File: config.mk
export PLATFORM = sky130hd
export DESIGN_NAME = fuel_gauge_bcd_flat
export DESIGN_NICKNAME = d
export VERILOG_FILES = /design/src/rtl/fuel_pkg.sv /design/src/rtl/fuel_gauge_bcd_if.sv /design/src/rtl/bcd_digit.sv /design/src/rtl/fuel_gauge_bcd.sv /design/src/flat_wrapper.sv
export SDC_FILE = /design/constraint.sdc
export NUM_CORES = 1
export LEC_CHECK = 0
export ABC_AREA = 1
export CORE_ASPECT_RATIO = 0.7
export CORE_UTILIZATION = 45
export DETAILED_ROUTE_END_ITERATION = 10
export PLACE_DENSITY = 0.66
export REMOVE_ABC_BUFFERS = 1
export SLEW_MARGIN = 20
export SYNTH_ARGS = -nofsm -noshare
export SYNTH_HDL_FRONTEND = slang
export SYNTH_SLANG_ARGS = --single-unit
File: constraint.sdc
create_clock -name clk -period 9.85 [get_ports clk]
set_input_delay 0.985 -clock clk [delete_from_list [all_inputs] [get_ports clk]]
set_output_delay 0.985 -clock clk [all_outputs]
set_load 0.02 [all_outputs]
File: src/rtl/fuel_pkg.sv
// Shared types and default constants for the BCD fuel gauge.
// Parameters are turned into BCD here so comparisons stay in the BCD domain.
package fuel_pkg;

    typedef enum logic [1:0] {
        StIdle  = 2'd0,
        StRun   = 2'd1,
        StEmpty = 2'd2
    } fuel_state_e;

    localparam int unsigned DefDigits     = 2;
    localparam int unsigned DefFull       = 99;
    localparam int unsigned DefRefill     = 20;
    localparam int unsigned DefLowThresh  = 10;
    localparam int unsigned DefBlinkTicks = 2;

    // Up to four BCD digits, digit 0 in bits [3:0].
    function automatic logic [15:0] to_bcd(input int unsigned value);
        int unsigned rem;
        logic [15:0] bcd;
        rem = value;
        bcd = '0;
        for (int i = 0; i < 4; i++) begin
            bcd[i*4 +: 4] = 4'(rem % 10);
            rem = rem / 10;
        end
        return bcd;
    endfunction

endpackage

File: src/rtl/fuel_gauge_bcd_if.sv
// Control inputs and registered status outputs of the fuel gauge.
interface fuel_gauge_bcd_if #(
    parameter int unsigned DIGITS = 2
);
    logic                  start;
    logic                  tick;
    logic [1:0]            speed;
    logic                  add_fuel;
    logic [DIGITS*4-1:0]   fuel;
    logic                  low_fuel;
    logic                  game_over;
    logic [1:0]            state_o;

    modport master (
        output start, tick, speed, add_fuel,
        input  fuel, low_fuel, game_over, state_o
    );

    modport slave (
        input  start, tick, speed, add_fuel,
        output fuel, low_fuel, game_over, state_o
    );
endinterface

File: src/rtl/bcd_digit.sv
// One BCD digit of an add (with carry) or subtract (with borrow) chain.
// In subtract mode cin/cout carry the borrow.
module bcd_digit (
    input  logic [3:0] a,
    input  logic [3:0] b,
    input  logic       sub,
    input  logic       cin,
    output logic [3:0] y,
    output logic       cout
);
    logic [4:0] sum;
    logic [4:0] diff;

    always_comb begin
        sum  = {1'b0, a} + {1'b0, b} + {4'b0, cin};
        diff = {1'b0, a} - {1'b0, b} - {4'b0, cin};
        y    = 4'd0;
        cout = 1'b0;
        if (sub) begin
            if (diff[4]) begin
                y    = 4'(diff + 5'd10);
                cout = 1'b1;
            end else begin
                y = diff[3:0];
            end
        end else begin
            if (sum > 5'd9) begin
                y    = 4'(sum - 5'd10);
                cout = 1'b1;
            end else begin
                y = sum[3:0];
            end
        end
    end
endmodule

File: src/rtl/fuel_gauge_bcd.sv
// BCD fuel gauge: burns fuel on prescaled ticks, refills with saturation,
// blinks a low-fuel warning and reports game over when the tank is empty.
module fuel_gauge_bcd
    import fuel_pkg::*;
#(
    parameter int unsigned DIGITS      = DefDigits,
    parameter int unsigned FULL        = DefFull,
    parameter int unsigned REFILL      = DefRefill,
    parameter int unsigned LOW_THRESH  = DefLowThresh,
    parameter int unsigned BLINK_TICKS = DefBlinkTicks
) (
    input logic            clk,
    input logic            reset,
    fuel_gauge_bcd_if.slave bus
);
    localparam int unsigned W    = DIGITS * 4;
    localparam int unsigned CntW = $clog2(BLINK_TICKS + 1);

    localparam logic [W-1:0] FullBcd   = W'(to_bcd(FULL));
    localparam logic [W-1:0] RefillBcd = W'(to_bcd(REFILL));
    localparam logic [15:0]  LowBcd    = to_bcd(LOW_THRESH);

    fuel_state_e     state_q, state_d;
    logic [W-1:0]    fuel_q, fuel_d;
    logic [1:0]      pre_q, pre_d;
    logic [CntW-1:0] cnt_q, cnt_d;
    logic            low_q, low_d;
    logic            go_q, go_d;

    logic [W-1:0]    arith;
    logic [DIGITS:0] carry;
    logic [W-1:0]    refilled;
    logic            do_add;
    logic            burn;
    logic            low_now, low_next;

    // One shared chain: refill adds REFILL, otherwise it decrements by one.
    assign do_add   = bus.add_fuel;
    assign carry[0] = ~do_add;

    for (genvar i = 0; i < DIGITS; i++) begin : g_digit
        bcd_digit u_digit (
            .a    (fuel_q[i*4 +: 4]),
            .b    (do_add ? RefillBcd[i*4 +: 4] : 4'd0),
            .sub  (~do_add),
            .cin  (carry[i]),
            .y    (arith[i*4 +: 4]),
            .cout (carry[i+1])
        );
    end

    // BCD ordering matches numeric ordering while every digit is 0..9.
    assign refilled = (carry[DIGITS] || (arith > FullBcd)) ? FullBcd : arith;

    always_comb begin
        state_d = state_q;
        fuel_d  = fuel_q;
        pre_d   = pre_q;
        burn    = 1'b0;
        case (state_q)
            StIdle, StEmpty: begin
                if (bus.start) begin
                    state_d = StRun;
                    fuel_d  = FullBcd;
                    pre_d   = '0;
                end
            end
            StRun: begin
                if (bus.start) begin
                    fuel_d = FullBcd;
                    pre_d  = '0;
                end else if (fuel_q == '0) begin
                    state_d = StEmpty;
                end else begin
                    if (bus.tick && (bus.speed != 2'd0)) begin
                        if (pre_q >= (2'd3 - bus.speed)) begin
                            burn  = 1'b1;
                            pre_d = '0;
                        end else begin
                            pre_d = pre_q + 2'd1;
                        end
                    end
                    // A refill wins over a coincident burn.
                    if (bus.add_fuel) begin
                        fuel_d = refilled;
                    end else if (burn) begin
                        fuel_d = arith;
                    end
                end
            end
            default: state_d = StIdle;
        endcase
    end

    assign low_now  = (state_q == StRun) && (16'(fuel_q) < LowBcd);
    assign low_next = (state_d == StRun) && (16'(fuel_d) < LowBcd);
    assign go_d     = (state_d == StEmpty);

    always_comb begin
        low_d = low_q;
        cnt_d = cnt_q;
        if (!low_next) begin
            low_d = 1'b0;
            cnt_d = '0;
        end else if (!low_now) begin
            low_d = 1'b1;
            cnt_d = '0;
        end else if (bus.tick) begin
            if (cnt_q == CntW'(BLINK_TICKS - 1)) begin
                low_d = ~low_q;
                cnt_d = '0;
            end else begin
                cnt_d = cnt_q + CntW'(1);
            end
        end
    end

    always_ff @(posedge clk or posedge reset) begin
        if (reset) begin
            state_q <= StIdle;
            fuel_q  <= '0;
            pre_q   <= '0;
            cnt_q   <= '0;
            low_q   <= 1'b0;
            go_q    <= 1'b0;
        end else begin
            state_q <= state_d;
            fuel_q  <= fuel_d;
            pre_q   <= pre_d;
            cnt_q   <= cnt_d;
            low_q   <= low_d;
            go_q    <= go_d;
        end
    end

    assign bus.fuel      = fuel_q;
    assign bus.low_fuel  = low_q;
    assign bus.game_over = go_q;
    assign bus.state_o   = state_q;

endmodule

File: src/flat_wrapper.sv
// flat-port wrapper written by rule: the top's interface ports become plain ports
module fuel_gauge_bcd_flat import fuel_pkg::*;
#(
    parameter int unsigned DIGITS      = DefDigits,
    parameter int unsigned FULL        = DefFull,
    parameter int unsigned REFILL      = DefRefill,
    parameter int unsigned LOW_THRESH  = DefLowThresh,
    parameter int unsigned BLINK_TICKS = DefBlinkTicks
)
  (clk, reset, bus_start, bus_tick, bus_speed, bus_add_fuel, bus_fuel, bus_low_fuel, bus_game_over, bus_state_o);
  fuel_gauge_bcd_if #(.DIGITS(DIGITS)) bus_i ();
  input logic clk;
  input logic reset;
  input wire logic [$bits(bus_i.start)-1:0] bus_start;
  input wire logic [$bits(bus_i.tick)-1:0] bus_tick;
  input wire logic [$bits(bus_i.speed)-1:0] bus_speed;
  input wire logic [$bits(bus_i.add_fuel)-1:0] bus_add_fuel;
  output wire logic [$bits(bus_i.fuel)-1:0] bus_fuel;
  output wire logic [$bits(bus_i.low_fuel)-1:0] bus_low_fuel;
  output wire logic [$bits(bus_i.game_over)-1:0] bus_game_over;
  output wire logic [$bits(bus_i.state_o)-1:0] bus_state_o;
  assign bus_i.start = bus_start;
  assign bus_i.tick = bus_tick;
  assign bus_i.speed = bus_speed;
  assign bus_i.add_fuel = bus_add_fuel;
  assign bus_fuel = bus_i.fuel;
  assign bus_low_fuel = bus_i.low_fuel;
  assign bus_game_over = bus_i.game_over;
  assign bus_state_o = bus_i.state_o;
  fuel_gauge_bcd #(.DIGITS(DIGITS), .FULL(FULL), .REFILL(REFILL), .LOW_THRESH(LOW_THRESH), .BLINK_TICKS(BLINK_TICKS)) u_core (.clk(clk), .reset(reset), .bus(bus_i));
endmodule
==> metrics.txt <==
status finished clean; die area 0.00408 mm²; Core Rows 18; asr flop ratio synth 100%; Max Freq 0.162 GHz; Hold Path Stages 2; Max Cap Violations 0; Post-synth EDFFs 0; detailed placement HPWL 3070 µm; fin crit period 6.17 ns; CTS tree built; Post-Syn Area 0.00172 mm²; Antenna diodes 0; die height 53.7 µm; Routability Congestion 0.937; share of post-route cells with drive strength above 1 8.36%; Yosys warning count 0; WL final 3840 µm; VDD IR-drop max 0.145 mV; Routed Antenna Nets 0; RSZ-0062 raised after global routing false; final period utilization 62.7%; PortBufs 18; CP Max Fanout 18; Main synth FF type dfrtp_1; CP Data Arrival Time 6.36 ns; Avg Cell Area, Syn 6.69 µm²; Final Total Pwr 600 µW; drt pass-1 iters 4; fill cell count 375; DRT iter0 DRCs 109; detailed-route via count 1607; GR Overflow Total 0; post-cts resize count 0; P&R area growth vs syn 15.1%; Num CTS Buffers 3; Initial Util 48.0%; core area 0.00358 mm²; CP Capture Type flop; Hold Path Class reg2reg; vias per cell 4.94; largest net degree at the start of global routing 19; Max Buffers Root-to-Sink 2; final setup violation count 0; number of synthesized register bits 16; die width 75.9 µm; GRT Total Usage 21.2%; Num Clock Sinks 16; Mapped Cells 257; initial antenna violation count 0; setup bufs post-CTS 0; Req. time, crit path 10.04 ns; PD cells 303 mW/mm²; most common cell after layout, fill and taps aside nand2_1; clock root buffer clkbuf_8; Crit Path Category in2reg; Slew headroom 55.8%; part of the Yosys area used for sequential elements 23.3%; most frequent cells in the layout nand2_1, inv_1, nor2_1; total I/O pin count 19; Critical Path Source Type input pin; Slew Viols, Final 0; first-pass GRT wire length 6330 µm; Lkg Pwr 1.04 nW; Clk Latency, worst-skew pair 0.25 ns; hold-fix buffer count after cts 0; H-tree depth 1; post-synth cell types 36; Worst-Margin Slew 0.660 ns; Reg clk slew, reported paths 0.06 ns; reg2reg path depth 30; CP most frequent cell nand2_1; CP max stage delay 0.89 ns; layout net count 302; clk_skew 0.000833 ns; DR DRC count 0; Crit-path slowest cell clkdlybuf4s50_1; Placed Cells 321; Avg WL per Cell 11.8 µm; final hold vios 0; number of cells in the finished layout apart from fillers 325; vias in the first global route 1419; post-route setup TNS 0 ns
==> worst max-delay path: cells and delay by family <==
family / cells / cell delay (ns)
adders and majority gates: 5 / 1.59
buffers and inverters: 5 / 1.67
AOI/OAI and AO/OA: 3 / 0.54
and+or+nand+nor: 19 / 1.55
==> final timing paths <==
kind | start | end | slack, ns
setup / recovery | bus_add_fuel | u_core.cnt_q[1] | 3.68
setup reg to reg | u_core.bus.fuel[0] | u_core.cnt_q[1] | 5.53
max in group asynchronous | reset | u_core.bus.fuel[5] | 8.35
min in group asynchronous | reset | u_core.bus.fuel[1] | 1.10
hold / removal | u_core.cnt_q[1] | u_core.cnt_q[1] | 0.53
hold reg to reg | u_core.cnt_q[1] | u_core.cnt_q[1] | 0.53
==> report_power, final <==
group	switching [mW]	internal, mW
Sequential	0.0340	0.0820
Clock	0.0232	0.0355
Combinational	0.261	0.164
Total	0.318	0.282
==> logic make-up (layout without fill, tap and decap cells) <==
group / after synthesis / in the layout / share of synthesized area (%)
simple gates: 131 / 131 / 34.6
buf+inv: 49 / 67 / 12.1
compound gates: 38 / 38 / 12.9
fa+ha+maj: 19 / 19 / 14.7
flops: 16 / 16 / 23.3
xor+xnor: 4 / 4 / 2.48
==> Yosys cell counts, drive strengths merged, types with 2 or more instances <==
cell type / n / area [µm²]
xnor2: 3 / 33.8
nor2: 28 / 115
o21ai: 22 / 118
nand4: 4 / 25.0
inv: 44 / 165
o22ai: 2 / 12.5
fa: 2 / 40.0
ha: 17 / 213
o31ai: 2 / 15.0
a21oi: 8 / 43.8
dfrtp: 16 / 400
nand2: 69 / 274
nand3b: 4 / 30.0
nand3: 18 / 100
o211ai: 2 / 15.0
or2: 4 / 25.0
buf: 4 / 38.8
==> metal layers <==
layer  up-vias  wire, µm  GRT usage [%]
li1        859         -              -
met1       721      2130           30.9
met2        25      1560           32.0
met3         2       137           4.87
met4         0        11           3.70
met5         -         0              0
==> metrics by stage <==
stage	worst slack, ns	utilization (%)	hold WS (ns)	instance area, µm²
2_1_floorplan	5.27	-	0.497	1680
3_3_place_gp	3.48	53.7	0.516	1920
3_5_place_dp	3.45	53.7	0.520	1920
4_1_cts	3.70	55.2	0.532	1980
5_1_grt	3.02	55.2	0.564	1980
6_report	3.68	55.2	0.530	1980
==> state kept, by name (all words and copies together) (netlist names) <==
name / flops
u_core.bus.fuel: 8
u_core.pre_q: 2
u_core.cnt_q: 2
u_core.bus.game_over: 1
u_core.bus.state_o: 2
u_core.bus.low_fuel: 1
==> cell type report <==
class / instances / area [µm²] / share of cell area [%]
Multi-Input combinational cell: 192 / 1110 / 56.2
Sequential cell: 16 / 400 / 20.2
Timing Repair Buffer: 18 / 180 / 9.11
Inverter: 45 / 169 / 8.54
Tap cell: 50 / 62.6 / 3.16
Clock buffer: 4 / 55.1 / 2.78
(Power assumes the default switching activity.)
